==> src/rtl/pipe_carry_adder.sv <==
// Pipelined ripple-carry add/sub: STAGES register slices, latency STAGES, one beat per clock.
// Global stall when out_valid && !out_ready; optional clamp via PIPE_CARRY_ADDER_SAT_EN.
module pipe_carry_adder #(
   parameter int WIDTH  = 16,
   parameter int STAGES = 4
) (
   input  logic             clk,
   input  logic             rst_n,
   input  logic             in_valid,
   output logic             in_ready,
   input  logic [WIDTH-1:0] a,
   input  logic [WIDTH-1:0] b,
   input  logic             cin,
   input  logic             sub,
`ifdef PIPE_CARRY_ADDER_SAT_EN
   input  logic             sat,
`endif
   output logic             out_valid,
   input  logic             out_ready,
   output logic [WIDTH-1:0] sum,
   output logic             cout,
   output logic             ovf
);

   localparam int SW = WIDTH / STAGES;
   localparam logic [WIDTH-1:0] SAT_POS = {1'b0, {(WIDTH-1){1'b1}}};
   localparam logic [WIDTH-1:0] SAT_NEG = {1'b1, {(WIDTH-1){1'b0}}};

   // a/b carry the not-yet-added upper slices, s accumulates finished lower slices
   typedef struct packed {
      logic             vld;
      logic             c;
      logic             sat;
      logic             ovf;
      logic [WIDTH-1:0] a;
      logic [WIDTH-1:0] b;
      logic [WIDTH-1:0] s;
   } stage_t;

   stage_t        stage_q [STAGES];
   stage_t        stage_d [STAGES];
   stage_t        src;
   stage_t        nxt;
   logic [SW:0]   slc;
   logic          stall;
   logic          sat_in;

`ifdef PIPE_CARRY_ADDER_SAT_EN
   assign sat_in = sat;
`else
   assign sat_in = 1'b0;
`endif

   assign stall    = stage_q[STAGES-1].vld && !out_ready;
   assign in_ready = !stall;

   always_comb begin
      stage_d = stage_q;
      src     = '0;
      nxt     = '0;
      slc     = '0;
      for (int k = 0; k < STAGES; k++) begin
         if (k == 0) begin
            src.vld = in_valid && in_ready;
            src.c   = sub ? 1'b1 : cin;
            src.sat = sat_in;
            src.ovf = 1'b0;
            src.a   = a;
            src.b   = sub ? ~b : b;
            src.s   = '0;
         end else begin
            src = stage_q[k-1];
         end
         slc = {1'b0, src.a[k*SW +: SW]} + {1'b0, src.b[k*SW +: SW]} + {{SW{1'b0}}, src.c};
         nxt = src;
         nxt.s[k*SW +: SW] = slc[SW-1:0];
         nxt.c = slc[SW];
         if (k == STAGES-1) begin
            nxt.ovf = (src.a[WIDTH-1] == src.b[WIDTH-1]) && (nxt.s[WIDTH-1] != src.a[WIDTH-1]);
            if (nxt.sat && nxt.ovf)
               nxt.s = src.a[WIDTH-1] ? SAT_NEG : SAT_POS;
         end
         // bubbles advance as invalid but leave data untouched so outputs hold
         if (!stall) begin
            stage_d[k].vld = src.vld;
            if (src.vld)
               stage_d[k] = nxt;
         end
      end
   end

   always_ff @(posedge clk or negedge rst_n) begin
      if (!rst_n) begin
         for (int k = 0; k < STAGES; k++)
            stage_q[k] <= '0;
      end else begin
         stage_q <= stage_d;
      end
   end

   assign out_valid = stage_q[STAGES-1].vld;
   assign sum       = stage_q[STAGES-1].s;
   assign cout      = stage_q[STAGES-1].c;
   assign ovf       = stage_q[STAGES-1].ovf;

endmodule

==> config.mk <==
export PLATFORM = sky130hd
export DESIGN_NAME = pipe_carry_adder
export DESIGN_NICKNAME = d
export VERILOG_FILES = /design/src/rtl/pipe_carry_adder.sv
export SDC_FILE = /design/constraint.sdc
export NUM_CORES = 1
export LEC_CHECK = 0
export BUFFER_PORTS_ARGS = -buffer_cell sky130_fd_sc_hd__buf_2
export CELL_PAD_IN_SITES_DETAIL_PLACEMENT = 1
export CELL_PAD_IN_SITES_GLOBAL_PLACEMENT = 2
export CORE_MARGIN = 2
export CORE_UTILIZATION = 40
export DETAILED_ROUTE_END_ITERATION = 7
export HOLD_SLACK_MARGIN = 0.05
export PLACE_DENSITY = 0.89
export SLEW_MARGIN = 15
export SYNTH_ARGS = -nofsm -noshare
export SYNTH_HDL_FRONTEND = slang
export SYNTH_SLANG_ARGS = --single-unit
==> constraint.sdc <==
create_clock -name clk -period 2.5 [get_ports clk]
set_input_delay 0.5 -clock clk [delete_from_list [all_inputs] [get_ports clk]]
set_output_delay 0.5 -clock clk [all_outputs]
set_load 0.05 [all_outputs]
Yosys cells after proc, flatten, opt, wreduce, memory -nomap -nowiden
Cells that the tools add are included.
- input port bits: 38
- output and inout bits: 20
- logic and storage cells: 48
- bits in registers: 177
- eq/ne operators: 2
- muxes and demuxes: 6
- add/subtract/negate cells: 8
- bitwise operators: 2
- reductions and logical operators: 9
- operators with widths (kind ; number):
    $mux 52 ; 4
    $add 4x4->5 ; 4
    $add 5x1->5 ; 4
    $mux 16 ; 1
    $not 16->16 ; 1
    $reduce_and 2->1 ; 4
    $logic_and 1x1->1 ; 3
    $logic_not 1->1 ; 2
    $eq 1x1->1 ; 1
    $mux 1 ; 1
    $ne 1x1->1 ; 1
    $not 1->1 ; 1

Depth between registers and ports, before layout
Gate-level depths: netlist of run 1.
- word-level depth: 5
- mapped depth: 8
- depth with buffers taken out: 6

Worst setup path after synthesis of run 1
OpenSTA, ideal clock, no wires.
- path kind: input to register
- from: input sub
- to: register stage_q[206] (netlist bit)
- buffers on the path: 2
- path slack: 0.023 ns
- required time: 2.371 ns
- cell stages on the path: 8
- setup time: 0.129 ns
- arrival: 2.348 ns
- cells stage by stage: buf_2 > buf_2 > or2_2 > fa_1 > fa_1 > a21o_1 > a21oi_1 > o21ai_0
- word-level cells in the longest chain between the ends: 3
- elaborated cells on any way between the ends: 4
- classes of those cells: add/sub (2); mux (2)
- RTL lines (element ; line ; text):
    start: declaration ; 14 ; input logic sub,
    $mux 16 ; 69 ; src.b = sub ? ~b : b;
    $add 4x4->5 ; 74 ; slc = {1'b0, src.a[k*SW +: SW]} + {1'b0, src.b[k*SW +: SW]} + {{SW{1'b0}}, src.c};
    $add 5x1->5 * ; 74 ;
    end signal: assignment ; 97 ; stage_q <= stage_d;
    end: declaration ; 40 ; stage_t stage_q [STAGES];
Mark *: on every way between the ends. The rest lies on a longest branch, timed or not.
A chain may end at the register's enable or synchronous reset.

Worst setup path in the final report of run 1
Same ends and word-level chain as after synthesis.

==> results of run 1 <==
worst max-delay path, stage by stage:
cell and delay, ns:
buf_2 0.13, or2_2 0.31, fa_1 0.41, fa_1 0.42, a21o_1 0.19, a21oi_1 0.12, o21ai_0 0.08
cell type report:
class,count,area share
sequential,97,0.475
clock inverter,2,0.00735
clock buffer,13,0.0509
tap,140,0.0343
inverter,11,0.00906
timing repair buffer,60,0.0632
multi-input combinational,201,0.360
path summary, 6_finish.rpt:
path                                             to  slack (ns)  cells past startpoint
max                        stage_q[206]$_DFFE_PN0P_        0.55                      7
min                        stage_q[195]$_DFFE_PN0P_        0.11                      1
max reg2reg                        cout$_DFFE_PN0P_        0.59                      5
min reg2reg                stage_q[133]$_DFFE_PN0P_        0.50                      1
max in group asynchronous       nxt[51]$_DFFE_PN0N_        1.70                      2
min in group clk           stage_q[195]$_DFFE_PN0P_        0.40                      2
state kept, by name, indices dropped and copies added (netlist names):
| register | flops |
|---|---|
| ovf | 1 |
| sum | 16 |
| out_valid | 1 |
| src | 13 |
| stage_q | 56 |
| cout | 1 |
| nxt | 9 |
stage by stage:
stage,cell area [sq um],hold WS [ns],cells
2_1_floorplan,4540,0.204,339
3_3_place_gp,4810,0.484,509
3_5_place_dp,4810,0.489,509
4_1_cts,5110,0.128,524
5_1_grt,5110,0.146,524
6_report,5110,0.115,524
kinds of logic after synthesis:
group | Yosys count
simple gates | 21
mux | 65
xor+xnor | 20
compound gates | 75
fa+ha+maj | 20
flops | 97
buf+inv | 41
layer usage:
| layer | track usage | wire (microns) | vias to the layer above | part of all wire |
|---|---|---|---|---|
| li1 | - | - | 1257 | - |
| met1 | 0.206 | 4100 | 1354 | 0.46 |
| met3 | 0.0335 | 316 | 11 | 0.036 |
| met4 | 0.0550 | 144 | 0 | 0.016 |
| met2 | 0.254 | 4300 | 52 | 0.49 |
| met5 | 0 | 0 | - | 0 |
synthesized netlist by cell type:
cell type,n,area (sq um)
nand2_4,1,11.3
nand2_1,2,7.51
fa_1,8,160
xor2_1,7,61.3
a21o_1,3,22.5
ha_1,12,150
nor3_1,2,10.0
inv_6,1,8.76
and3b_1,3,26.3
xnor2_1,13,114
o41ai_2,1,16.3
inv_1,10,37.5
buf_6,5,56.3
or2_2,1,6.26
a21boi_0,5,37.5
a211oi_1,2,15.0
clkbuf_1,4,15.0
o21ai_0,50,250
mux2_4,16,240
buf_4,18,135
nand2_2,2,12.5
nor2_4,1,11.3
mux2_2,49,552
nor2b_1,2,12.5
a21oi_1,10,50.1
nand3_1,6,30.0
o31ai_1,4,30.0
dfrtp_1,97,2430
nor2b_4,1,13.8
buf_2,3,15.0
placed cells by master, fill, tap and decap left out, drive strengths merged, types with 6 or more instances in the layout:
master	n
dfrtp	97
mux2	65
ha	12
xnor2	13
clkbuf	13
a21oi	10
nand3	6
xor2	7
o21ai	50
buf	60
fa	8
inv	11
report_power, final:
| group | total (W) | switching [W] | internal, W | leakage [nW] |
|---|---|---|---|---|
| Sequential | 0.00271 | 0.000432 | 0.00228 | 1.17 |
| Combinational | 0.00294 | 0.00163 | 0.00132 | 1.04 |
| Clock | 0.00137 | 0.000549 | 0.000825 | 0.142 |
==> out/results.ini, run 1 <==
[final_layout]
drive_above_1_share=0.380
utilization=0.467
layout.nets=438
seqCellArea_sq_um=2430
fill_cells=1144
num_antenna_cells=0
multi_input_comb_area_sq_um=1840
syn_to_final_growth_pct=12.7

[placement]
hpwl_mm=6.34
place.port_buffers=57
post-place-ws_ns=0.183
gp_congestion=0.782

[floorplanning]
rows=38
placeableCoreArea_sq_um=10900
ios=58
die-area_sq_um=12200
die_y_microns=110
die_x_microns=110
initial_core_util=0.415

[clock_tree]
clkSlewWorstSetupHoldPaths_ns=0.06
cts.hold.buffers_added=0
cts_buffers=9
cts_resized=0
cts_sinks=97
cts_max_level=3
clk_path_buf_depth=2
cts_setup_buffers=0
cts-root-buf=clkbuf_16
cts_tree=done
clkLatencyLatePin_ns=0.34

[grt]
grt_use_total=0.156
overflow=0
grt_pass1_wl_mm=15.2
grt_max_degree=64
antenna_found_initial=0
grt_pass1_vias=2992

[synth]
synth_fa_ha_area_frac=0.0684
synth_xor_area_frac=0.0386
synth_compound_area_frac=0.0930
syn_nets=397
syn_area_sq_um=4540
yosys.area_share.simple=0.0312
ys_ff_latch=97
yosysSeqAreaShare=0.535
synthMuxAreaShare=0.175
yosys_warnings=0
synth_top_family_by_area=multiplexers
syn_inst=339
synth.distinct_cells=30
syn_avg_cell_area_sq_um=13.4

[timing]
finalCritPeriodShare=0.780
fmaxAchievable_mhz=513
tightestPinTransition_ns=0.589
rsz0062_at_grt=no
setup_viol_count_final=0
period_minus_slack_ns=1.95
slew_violations=0
relSlewSlack=0.606
hold_viol=0
setup_ws_ns=0.549
finalSetupTns_ns=0
clock_skew_ns=0.00720

[power_and_ir_drop]
ir_drop_uv=512
p_leak_nw=2.35
power_w=0.00703
cellPowerDensity_nw_per_um2=1380

[critical_path]
crit_type=in2reg
critPathMaxFanout=3
cp-startpoint=sub
regToRegStartpoint=src[50]$_DFFE_PN0P_
end_kind=flop
crit_required_ns=2.71
cp.arrival_ns=2.16
cp-start-kind=primary input

[route]
ant_nets=0
wl_per_cell_microns=16.9
drt_iter0_markers=78
drc_errors=0
vias=2674
vias_per_cell=5.10
drt_pass1_iterations=4
drt_wl_total_mm=8.86

[min_path]
hold_path.class=in2async

[job]
drv_cap=0

[outcome]
outcome=finished, final reports clean

Note: power is estimated with default switching activity, not from simulation.
==> run 2, diff against run 1 <==
clock period = 1.9 ns   (was 2.5 ns; I/O delays follow)
==> out/results.ini, run 2 (synthesis gave the netlist of run 1 again) <==
[critical_path]
critPathMaxFanout=3  ; unchanged
cp.arrival_ns=2.00  ; -0.16 ns
end_kind=flop
slowest_stage=fa_2
cp-start-kind=flop
crit_type=reg2reg
cpPeakStageDelay_ns=0.43  ; about the same
crit_required_ns=2.11  ; -0.60 ns
cp_common_cell=fa_2
path_cells=fa_2, fa_2, a21o_1, a21oi_1, o21ai_0

[timing]
tightestPinTransition_ns=0.466  ; -0.123 ns
holdWs_ns=0.269  ; +0.155 ns
setup_viol_count_final=0  ; unchanged
hold_viol=0  ; unchanged
finalCritPeriodShare=0.940
period_minus_slack_ns=1.79
fmaxAchievable_mhz=560
clock_skew_ns=0.00727  ; +0.0000695 ns
slew_violations=0  ; unchanged
rsz0062_at_grt=no
relSlewSlack=0.689  ; +0.0825

[final_layout]
seqCellArea_sq_um=2430  ; unchanged
multi_input_comb_area_sq_um=1860  ; +0.88%
fill_cells=1131  ; -1.1%
layout.nets=447  ; +2.1%
num_antenna_cells=0  ; unchanged
stdcell_area_sq_um=5170  ; +1.2%
final_common_cell=dfrtp_1
syn_to_final_growth_pct=14.0
drive_above_1_share=0.407  ; +0.0269
top_register=stage_q
layout_common_cells=97 x dfrtp_1, 56 x buf_2, 48 x mux2_2, 48 x o21ai_0, 17 x mux2_4
largest_reg_flops=56  ; unchanged

[floorplanning]
die-area_sq_um=12200  ; unchanged
ios=58  ; unchanged
die_x_microns=110  ; unchanged
initial_core_util=0.415  ; unchanged
die_y_microns=110  ; unchanged
placeableCoreArea_sq_um=10900  ; unchanged
rows=38  ; unchanged

[route]
drt_iter0_markers=51  ; -35%
drt_wl_total_mm=9.14  ; +3.1%
ant_nets=0  ; unchanged
drt_pass1_iterations=4  ; unchanged
vias=2731  ; +2.1%
wl_per_cell_microns=17.2  ; +1.4%
vias_per_cell=5.12  ; +0.41%
drc_errors=0  ; unchanged

[placement]
gp_congestion=0.756  ; -3.3%
place.port_buffers=57  ; unchanged
hpwl_mm=6.74  ; +6.3%
placed_cell_area_sq_um=4900  ; +1.7%

[grt]
grt_max_degree=42  ; -34%
antenna_found_initial=0  ; unchanged
grt_pass1_vias=3016  ; +0.80%
overflow=0  ; unchanged
grt_use_total=0.160  ; +0.00455
grt_pass1_wl_mm=15.6  ; +2.2%

[clock_tree]
cts-root-buf=clkbuf_16
cts_setup_buffers=0  ; unchanged
cts_buffers=9  ; unchanged
clk_path_buf_depth=2  ; unchanged
cts_max_level=3  ; unchanged
clkSlewWorstSetupHoldPaths_ns=0.06  ; about the same
clkLatencyLatePin_ns=0.34  ; about the same
cts_sinks=97  ; unchanged
cts_tree=done

[power_and_ir_drop]
pwr-share-seq=0.390  ; +0.004
ir_drop_uv=603  ; +18%
cellPowerDensity_nw_per_um2=1780  ; +29%
switchingPower_w=0.00351  ; +35%
power_w=0.00919  ; +31%
p_comb_frac=0.434  ; +0.015
clkPwrFrac=0.176  ; -0.020
p_leak_nw=2.39  ; +1.7%
p_sw_frac=0.382  ; +0.0113
p_int_w=0.00568  ; +28%

[job]
drv_cap=0  ; unchanged

[min_path]
hold_path.class=in2reg

[outcome]
outcome=finished, final reports clean

run 2: cell types whose count changed in the layout (fill, tap and decap cells not counted), sizes merged:
cell and change:
buf +8, bufinv -1, clkbuf -4, clkinv +5, dlygate4sd3 +1
run 2: layout make-up:
type	instances	area share
multi-input combinational	201	0.359
clock buffer	9	0.0435
tap	140	0.0339
sequential	97	0.469
inverter	11	0.00895
clock inverter	6	0.00701
timing repair buffer	69	0.0784
run 2: power by group through the flow:
stage | Clock [W] | Sequential, W | Combinational, W
3_5_place_dp | 0 | 0.00362 | 0.00396
5_1_grt | 0.00174 | 0.00371 | 0.00435
3_3_place_gp | 0 | 0.00357 | 0.00380
4_1_cts | 0.00166 | 0.00359 | 0.00404
2_1_floorplan | 0 | 0.00349 | 0.00335
6_report | 0.00162 | 0.00358 | 0.00399
run 2: final timing paths:
check	from	endpoint	slack, ns	depth (start not counted)
min in group asynchronous	rst_n	stage_q[195]$_DFFE_PN0P_	0.49	2
max reg2reg	src[50]$_DFFE_PN0P_	cout$_DFFE_PN0P_	0.11	5
min	a[14]	stage_q[202]$_DFFE_PN0P_	0.27	2
min reg2reg	src[9]$_DFFE_PN0P_	sum[9]$_DFFE_PN0P_	0.50	1
max	src[50]$_DFFE_PN0P_	cout$_DFFE_PN0P_	0.11	5
max in group asynchronous	rst_n	stage_q[202]$_DFFE_PN0P_	0.86	3
run 2: what timing repair did:
action                                  4_1_cts  5_1_grt
resized for setup                             1        1
gates cloned                                  0        0
endpoints found under the setup margin        1        1
hold buffers                                  1        0
hold endpoints to repair                     21        0
run 2: layer usage:
layer | global-route usage | vias to the layer above | share of wire
met4 | 0.0742 | 0 | 0.020
met5 | 0 | - | 0
met3 | 0.0258 | 12 | 0.029
met2 | 0.267 | 54 | 0.49
met1 | 0.205 | 1393 | 0.46
li1 | - | 1272 | -
run 2: per-stage QoR:
| step | instances | utilization | TNS [ns] | setup slack [ns] |
|---|---|---|---|---|
| 2_1_floorplan | 339 | - | -0.526 | -0.218 |
| 3_3_place_gp | 517 | 0.448 | -0.282 | -0.152 |
| 3_5_place_dp | 517 | 0.448 | -0.330 | -0.158 |
| 4_1_cts | 533 | 0.473 | 0 | 0.0255 |
| 5_1_grt | 533 | 0.473 | 0 | 0.0281 |
| 6_report | 533 | 0.473 | 0 | 0.114 |
run 2: critical path: cells and delay by family (launching register included):
kind	cells	cell delay, ns
adder cells (fa/ha/maj)	2	0.80
AO/OA/AOI/OAI	3	0.42
flip-flops	1	0.42
==> run 3, diff against run 2 <==
BUFFER_PORTS_ARGS = unset   (was -buffer_cell sky130_fd_sc_hd__buf_2)
CORE_UTILIZATION = 46   (was 40)
CTS_BUF_LIST = sky130_fd_sc_hd__clkbuf_4   (was unset)
DONT_BUFFER_PORTS = 1   (was unset)
PLACE_DENSITY = 0.92   (was 0.89)
==> out/results.ini, run 3 (synthesis gave the netlist of run 1 again) <==
[route]
wl_per_cell_microns=18.5  ; +8.1%
ant_nets=0  ; unchanged
vias_per_cell=5.40  ; +5.3%
vias=2552  ; -6.6%
drt_pass1_iterations=4  ; unchanged
drt_iter0_markers=91  ; +78%
drc_errors=0  ; unchanged
drt_wl_total_mm=8.77  ; -4.0%

[outcome]
violations=negative hold slack
outcome=finished with violations

[final_layout]
layout_common_cells=97 x dfrtp_1, 48 x mux2_2, 48 x o21ai_0, 17 x mux2_4, 13 x xnor2_1
largest_reg_flops=56  ; unchanged
syn_to_final_growth_pct=5.02
drive_above_1_share=0.292  ; -0.115
top_register=stage_q
layout.nets=392  ; -12%
final_common_cell=dfrtp_1

[floorplanning]
die_x_microns=103  ; -6.5%
die_y_microns=103  ; -6.5%
placeableCoreArea_sq_um=9680  ; -11%
ios=58  ; unchanged
die-area_sq_um=10700  ; -13%
rows=36  ; -5.3%
initial_core_util=0.468  ; +0.0536

[critical_path]
cp_num_buf_inv=0  ; unchanged
cp.arrival_ns=2.21  ; +0.21 ns
slowest_stage=dfrtp_1
cpPeakStageDelay_ns=0.44  ; about the same
crit_type=reg2reg
end_kind=flop
crit_required_ns=2.24  ; +0.13 ns
cp-start-kind=flop
cp_top_family=adder cells
path_cells=fa_2, fa_1, a21o_1, a21oi_2, o21ai_0
critPathMaxFanout=3  ; unchanged

[power_and_ir_drop]
cellPowerDensity_nw_per_um2=1760  ; -0.77%
p_leak_nw=2.10  ; -12%
ir_drop_uv=500  ; -17%
power_w=0.00839  ; -8.6%

[timing]
clock_skew_ns=0.0133  ; +0.00604 ns
setup_viol_count_final=0  ; unchanged
slew_violations=0  ; unchanged
tightestPinTransition_ns=0.589  ; +0.123 ns
finalCritPeriodShare=0.983  ; +0.0426
rsz0062_at_grt=no
setup_ws_ns=0.0325  ; -0.0810 ns
period_minus_slack_ns=1.87  ; +0.0810 ns
fmaxAchievable_mhz=535  ; -4.3%
hold_viol=97  ; +97
holdWs_ns=-0.392  ; -0.661 ns
relSlewSlack=0.606  ; -0.0826

[clock_tree]
clkSlewWorstSetupHoldPaths_ns=0.15  ; +0.09 ns
clk_path_buf_depth=2  ; unchanged
cts_sinks=97  ; unchanged
cts_max_level=3  ; unchanged
cts-root-buf=clkbuf_4
clkLatencyLatePin_ns=0.45  ; +0.11 ns
cts_buffers=9  ; unchanged
cts_tree=done

[placement]
place.port_buffers=0  ; -100%
hpwl_mm=6.15  ; -8.7%
post-place-ws_ns=-0.0525  ; +0.105 ns
gp_congestion=0.828  ; +9.5%

[job]
drv_cap=0  ; unchanged

[min_path]
hold_path.class=in2async

[grt]
grt_pass1_wl_mm=14.4  ; -7.3%
grt_max_degree=98  ; +130%
grt_use_total=0.182  ; +0.0214
antenna_found_initial=0  ; unchanged
overflow=0  ; unchanged
grt_pass1_vias=2829  ; -6.2%

==> run 3: changes by cell type in the layout (fill, tap and decap cells not counted) <==
cell	before	now
a21oi_1	10	9
a21oi_2	0	1
buf_12	2	0
buf_2	56	0
buf_4	10	6
bufinv_16	0	1
clkbuf_16	9	0
clkbuf_4	0	9
clkinv_2	4	3
diode_2	0	1
dlygate4sd3_1	1	8
fa_1	4	5
fa_2	4	3
inv_6	1	2
==> run 3: power breakdown <==
group | internal, W | leakage, nW | switching (W)
Sequential | 0.00298 | 1.17 | 0.00130
Combinational | 0.00164 | 0.858 | 0.00139
Clock | 0.000402 | 0.0761 | 0.000696
==> run 3: worst paths after layout <==
path                                      from                        to  slack (ns)  depth (start not counted)
min                                      rst_n  stage_q[195]$_DFFE_PN0P_       -0.39                          0
min in group clk                         a[13]  stage_q[201]$_DFFE_PN0P_        0.07                          1
max in group asynchronous                rst_n        src[7]$_DFFE_PN0P_        2.13                          0
max reg2reg                src[50]$_DFFE_PN0P_          cout$_DFFE_PN0P_        0.03                          5
min reg2reg                src[10]$_DFFE_PN0P_       sum[10]$_DFFE_PN0P_        0.52                          1
max                        src[50]$_DFFE_PN0P_          cout$_DFFE_PN0P_        0.03                          5
==> run 3: layout make-up <==
| type | count | area [sq um] |
|---|---|---|
| Antenna cell | 1 | 2.50 |
| Clock buffer | 9 | 67.6 |
| Clock inverter | 7 | 70.1 |
| Fill cell | 1000 | 4920 |
| Inverter | 11 | 46.3 |
| Multi-Input combinational cell | 201 | 1860 |
| Sequential cell | 97 | 2430 |
| Tap cell | 133 | 166 |
| Timing Repair Buffer | 14 | 125 |
==> run 3: what timing repair did <==
| action | in CTS | in global routing |
|---|---|---|
| hold endpoints to repair | 105 | 98 |
| buffers inserted | 0 | 0 |
| gates resized for setup | 1 | 1 |
| pin swaps | 0 | 0 |
| setup endpoints to repair | 1 | 1 |
| hold buffers | 7 | 1 |
==> run 3: layer usage <==
metal / global-route usage / part of all wire / up-vias
met1: 0.242 / 0.44 / 1317
met3: 0.0323 / 0.039 / 15
met4: 0.0810 / 0.022 / 0
met2: 0.293 / 0.50 / 56
li1: - / - / 1164
met5: 0 / 0 / -
==> run 3: stage by stage <==
step | instance area (sq um) | util | hold WS, ns | setup TNS (ns) | cells
floorplan | 4570 | - | 0.0844 | -0.526 | 339
finish | 4760 | 0.492 | -0.392 | 0 | 473
global route | 4760 | 0.492 | -0.434 | 0 | 472
CTS | 4750 | 0.490 | -0.424 | 0 | 471
global placement | 4540 | 0.468 | 0.0877 | -0.0170 | 448
detailed placement | 4540 | 0.468 | 0.0870 | -0.0525 | 448
